**src/rtl/obi_2to1_arbiter.sv**
```systemverilog
// Two-master OBI arbiter: round-robin selection with a lock that holds the
// request stable until grant, and an ID FIFO that routes in-order responses.
module obi_2to1_arbiter #(
  parameter int OBI_ADDRW       = 32,
  parameter int OBI_DATAW       = 32,
  parameter int OBI_STRBW       = OBI_DATAW / 8,
  parameter int MAX_OUTSTANDING = 4
) (
  input  logic                                 clk_i,
  input  logic                                 arst_ni,
  input  logic                                 m0_req_i,
  output logic                                 m0_gnt_o,
  input  logic [OBI_ADDRW-1:0]                 m0_addr_i,
  input  logic                                 m0_we_i,
  input  logic [OBI_STRBW-1:0]                 m0_be_i,
  input  logic [OBI_DATAW-1:0]                 m0_wdata_i,
  output logic                                 m0_rvalid_o,
  output logic [OBI_DATAW-1:0]                 m0_rdata_o,
  input  logic                                 m1_req_i,
  output logic                                 m1_gnt_o,
  input  logic [OBI_ADDRW-1:0]                 m1_addr_i,
  input  logic                                 m1_we_i,
  input  logic [OBI_STRBW-1:0]                 m1_be_i,
  input  logic [OBI_DATAW-1:0]                 m1_wdata_i,
  output logic                                 m1_rvalid_o,
  output logic [OBI_DATAW-1:0]                 m1_rdata_o,
  output logic                                 slv_req_o,
  input  logic                                 slv_gnt_i,
  output logic [OBI_ADDRW-1:0]                 slv_addr_o,
  output logic                                 slv_we_o,
  output logic [OBI_STRBW-1:0]                 slv_be_o,
  output logic [OBI_DATAW-1:0]                 slv_wdata_o,
  input  logic                                 slv_rvalid_i,
  input  logic [OBI_DATAW-1:0]                 slv_rdata_i,
  output logic [$clog2(MAX_OUTSTANDING+1)-1:0] outstanding_o,
  output logic                                 err_o
);

  localparam int PTRW = $clog2(MAX_OUTSTANDING);
  localparam int CNTW = $clog2(MAX_OUTSTANDING + 1);

  logic                       r_ptr;
  logic                       r_lock;
  logic                       r_lock_sel;
  logic                       r_err;
  logic [MAX_OUTSTANDING-1:0] r_ids;
  logic [PTRW-1:0]            r_head;
  logic [PTRW-1:0]            r_tail;
  logic [CNTW-1:0]            r_count;

  logic w_full;
  logic w_sel;
  logic w_sel_req;
  logic w_push;
  logic w_pop;
  logic w_head_id;

  // A locked selection overrides round-robin until the handshake completes.
  always_comb begin
    w_sel = 1'b0;
    if (r_lock) begin
      w_sel = r_lock_sel;
    end else if (m0_req_i && m1_req_i) begin
      w_sel = r_ptr;
    end else if (m1_req_i) begin
      w_sel = 1'b1;
    end
  end

  assign w_full    = (r_count == CNTW'(MAX_OUTSTANDING));
  assign w_sel_req = w_sel ? m1_req_i : m0_req_i;

  // Full blocks requests even when a pop is pending: no rvalid->gnt path.
  assign slv_req_o   = w_sel_req & ~w_full & arst_ni;
  assign slv_addr_o  = w_sel ? m1_addr_i  : m0_addr_i;
  assign slv_we_o    = w_sel ? m1_we_i    : m0_we_i;
  assign slv_be_o    = w_sel ? m1_be_i    : m0_be_i;
  assign slv_wdata_o = w_sel ? m1_wdata_i : m0_wdata_i;

  assign w_push   = slv_req_o & slv_gnt_i;
  assign m0_gnt_o = w_push & ~w_sel;
  assign m1_gnt_o = w_push &  w_sel;

  // Responses with nothing outstanding are dropped and flagged.
  assign w_pop       = slv_rvalid_i & (r_count != '0);
  assign w_head_id   = r_ids[r_head];
  assign m0_rvalid_o = w_pop & ~w_head_id;
  assign m1_rvalid_o = w_pop &  w_head_id;
  assign m0_rdata_o  = slv_rdata_i;
  assign m1_rdata_o  = slv_rdata_i;

  assign outstanding_o = r_count;
  assign err_o         = r_err;

  always_ff @(posedge clk_i or negedge arst_ni) begin
    if (!arst_ni) begin
      r_ptr      <= 1'b0;
      r_lock     <= 1'b0;
      r_lock_sel <= 1'b0;
      r_err      <= 1'b0;
      r_head     <= '0;
      r_tail     <= '0;
      r_count    <= '0;
    end else begin
      if (w_push) begin
        r_tail <= r_tail + PTRW'(1);
        r_ptr  <= ~w_sel;
        r_lock <= 1'b0;
      end else if (slv_req_o) begin
        r_lock     <= 1'b1;
        r_lock_sel <= w_sel;
      end
      if (w_pop) begin
        r_head <= r_head + PTRW'(1);
      end
      if (w_push && !w_pop) begin
        r_count <= r_count + CNTW'(1);
      end else if (!w_push && w_pop) begin
        r_count <= r_count - CNTW'(1);
      end
      if (slv_rvalid_i && (r_count == '0)) begin
        r_err <= 1'b1;
      end
    end
  end

  // ID storage needs no reset: entries are only read behind a valid count.
  always_ff @(posedge clk_i) begin
    if (w_push) begin
      r_ids[r_tail] <= w_sel;
    end
  end

endmodule

```
**config.mk**
```make
export PLATFORM = sky130hd
export DESIGN_NAME = obi_2to1_arbiter
export DESIGN_NICKNAME = d
export VERILOG_FILES = /design/src/rtl/obi_2to1_arbiter.sv
export SDC_FILE = /design/constraint.sdc
export NUM_CORES = 1
export LEC_CHECK = 0
export ABC_AREA = 1
export CORE_AREA = 2 2 124 126
export CTS_CLUSTER_DIAMETER = 50
export DETAILED_ROUTE_END_ITERATION = 8
export DIE_AREA = 0 0 126 128
export HOLD_SLACK_MARGIN = 0.15
export PLACE_DENSITY_LB_ADDON = 0.08
export SYNTH_ARGS = -nofsm -noshare
export SYNTH_HDL_FRONTEND = slang
export SYNTH_SLANG_ARGS = --single-unit
```
**constraint.sdc**
```tcl
create_clock -name clk_i -period 2.7 [get_ports clk_i]
set_clock_uncertainty 0.2 [all_clocks]
set_input_delay 0.54 -clock clk_i [delete_from_list [all_inputs] [get_ports clk_i]]
set_output_delay 0.54 -clock clk_i [all_outputs]
set_load 0.01 [all_outputs]
```
==> results.cfg, run 1 <==
[die]
rows = 45
io_pins = 318
dieArea_mm2 = 0.0161
fp.dieW_um = 126
core_area_mm2 = 0.0149
initial_utilization_pct = 14.6
die_y_um = 128

[grt]
grt_overflow = 0
grt_use_total_pct = 13.0
grt_pass1_wl_um = 16200
antenna_found_initial = 0
grt_pass1_vias = 2859
grt_max_degree = 25

[detailed_routing]
drc = 0
wl_per_cell_um = 15.3
firstDrtPassIters = 4
drt_iter0_drc = 76
postRouteAntennaNets = 0
routed_wl_um = 11400
via_per_inst = 3.70
vias = 2760

[run_status]
status = complete, no violations

[critical_path]
crit_chain = clkdlybuf4s50_1, nand2_2, a21oi_1, clkdlybuf4s50_1
worst-path-buf-inv = 2
worst-setup-path-type = input port to primary output
cp-start-kind = input port
arrival_ns = 1.86
crit_family = buffers and inverters
cp-end-kind = primary output
cp_common_cell = clkdlybuf4s50_1
max_stage_delay_ns = 0.54
cp_max_fo = 4
required_ns = 1.96
cpMaxStageDelayCell = clkdlybuf4s50_1

[clocking]
clock_latency_ns = 0.24
hold_buffers = 0
htreeDepth = 1
max-clock-path-buffers = 2
cts_buffers = 3
clkTransAtPathRegs_ns = 0.05
cts_tree = built
clockRootBuffer = clkbuf_16
cts_sinks = 15

[yosys]
synthCells = 380
mappedNetlistNets = 562
synth-seq-area-share_pct = 18.2
ys_warn_count = 0
ys_seq_elements = 15
synth_area_mm2 = 0.00217
synth_cell_type_count = 22
avgSynthCellArea_um2 = 5.72

[power]
p_leak_nw = 2.28
power.density_mw_per_mm2 = 806
ir_drop_mv = 0.288

[cells_and_area]
nets = 740
final_area_mm2 = 0.00455
drive_gt1_share_pct = 11.0
syn_to_final_growth_pct = 109
insertedDiodeCount = 0
fill_cells = 1630

[sta]
drv_slew = 0
worst_slew_pin_slew_ns = 0.200
hold_slack_ns = 0.281
finalCriticalPeriod_ns = 2.60
timing.final.hold_violations = 0
setup_ws_ns = 0.0990
max_freq_ghz = 0.384
setup_viol = 0
period_share_pct = 96.3
relSlewSlack_pct = 86.7

[placed_design]
dpl_worst_slack_ns = -0.448
gp_congestion = 0.794
port-buffer-count = 221
dp_hpwl_um = 9270
postPlaceCellArea_mm2 = 0.00422

[min_path]
min-delay-path-class = flop to flop

[job]
maxCapViolations = 0
## worst register-to-register path: cells and delay by family, from the launching register on
family	cells	cell delay, ns
flip-flops	1	0.40
buffers and inverters	5	0.50
XOR/XNOR	1	0.14
adder cells (fa/ha/maj)	2	0.47
AO/OA/AOI/OAI	2	0.23
AND/OR/NAND/NOR	4	0.36
## cell type report
type | instances | area (um2) | area share [%]
multi-input cells | 267 | 1140 | 25.1
well taps | 188 | 235 | 5.17
flip-flops and latches | 15 | 395 | 8.69
clock buffers | 4 | 78.8 | 1.73
repair buffers | 251 | 2620 | 57.5
inverters | 20 | 82.6 | 1.81
## kinds of logic after synthesis
family / after synthesis / share of synthesized area, %
AOI/OAI and AO/OA: 7 / 1.73
and+or+nand+nor: 251 / 45.4
buffers and inverters: 98 / 29.7
adders and majority gates: 6 / 3.80
DFF: 15 / 18.2
xor gates and xnor gates: 3 / 1.21
## path summary, 6_finish.rpt
path | from | endpoint | slack [ns] | cells after the start
max in group asynchronous | arst_ni | r_lock | 1.70 | 2
min in group asynchronous | arst_ni | outstanding_o[2] | 0.44 | 2
hold reg to reg | err_o | err_o | 0.28 | 1
hold / removal | err_o | err_o | 0.28 | 1
setup / recovery | slv_rvalid_i | m0_rvalid_o | 0.1 | 4
setup reg to reg | r_lock | outstanding_o[2] | 0.30 | 14
## synth_stat cells, drive strengths merged
library cell,number,share of area (%)
a21oi,5,1.2
buf,78,26
dfrtp,11,13
edfxtp,4,5.5
fa,1,0.92
ha,5,2.9
inv,20,3.6
nand2,229,40
nand3,6,1.8
nand4,4,1.2
nor2,12,2.4
o21ai,1,0.23
o21bai,1,0.35
xnor2,1,0.40
xor2,2,0.81
## sequential cells by signal (all words and copies together) (netlist names)
register,cells
r_ids,4
r_lock_sel,1
r_head,2
r_ptr,1
err_o,1
outstanding_o,3
r_tail,2
r_lock,1
## timing repair
action,4_1_cts,5_1_grt
pin swaps,2,1
setup buffers,6,1
setup endpoints to repair,73,45
gates resized for setup,116,26
cloned,5,1
## layout by cell type (no fill, tap or decap), types with 5 or more instances in the layout
cell | synthesis | final
inv_1 | 16 | 16
buf_12 | 0 | 6
a21oi_1 | 5 | 5
dlygate4sd2_1 | 0 | 43
nand2_1 | 227 | 225
clkdlybuf4s15_1 | 0 | 16
buf_4 | 71 | 13
clkdlybuf4s15_2 | 0 | 10
ha_1 | 5 | 5
nor2_1 | 11 | 10
dfrtp_1 | 11 | 11
clkdlybuf4s50_1 | 0 | 147
buf_6 | 0 | 5
## metrics by stage
| stage | instances | setup TNS (ns) | utilization [%] | total power [W] |
|---|---|---|---|---|
| detailed placement | 728 | -27.61 | 28.4 | 0.00316 |
| CTS | 743 | 0 | 30.3 | 0.00369 |
| floorplan | 380 | 0 | - | 0.00171 |
| finish | 745 | 0 | 30.6 | 0.00367 |
| global route | 745 | -0.000755 | 30.6 | 0.00399 |
| global placement | 728 | -29.69 | 28.4 | 0.00316 |
## layer usage
layer	vias to the layer above	track usage (%)	share of wire [%]
met5	-	0	0
met4	0	1.62	1.2
met3	11	3.80	7.9
met2	134	27.5	59
met1	1186	12.6	32
li1	1429	-	-
## where the power goes
group / switching [W] / total, W / internal (W)
clock network: 0.0000897 / 0.000290 / 0.000200
logic: 0.00141 / 0.00296 / 0.00155
registers: 0.0000828 / 0.000414 / 0.000331
total: 0.00158 / 0.00367 / 0.00208
Note: power is estimated with default switching activity, not from simulation.
==> run 2: changes to the inputs <==
CAP_MARGIN = 20   (was unset)
==> results of run 2 <==
Final layout, timing and power as in run 1 (identical DEF).
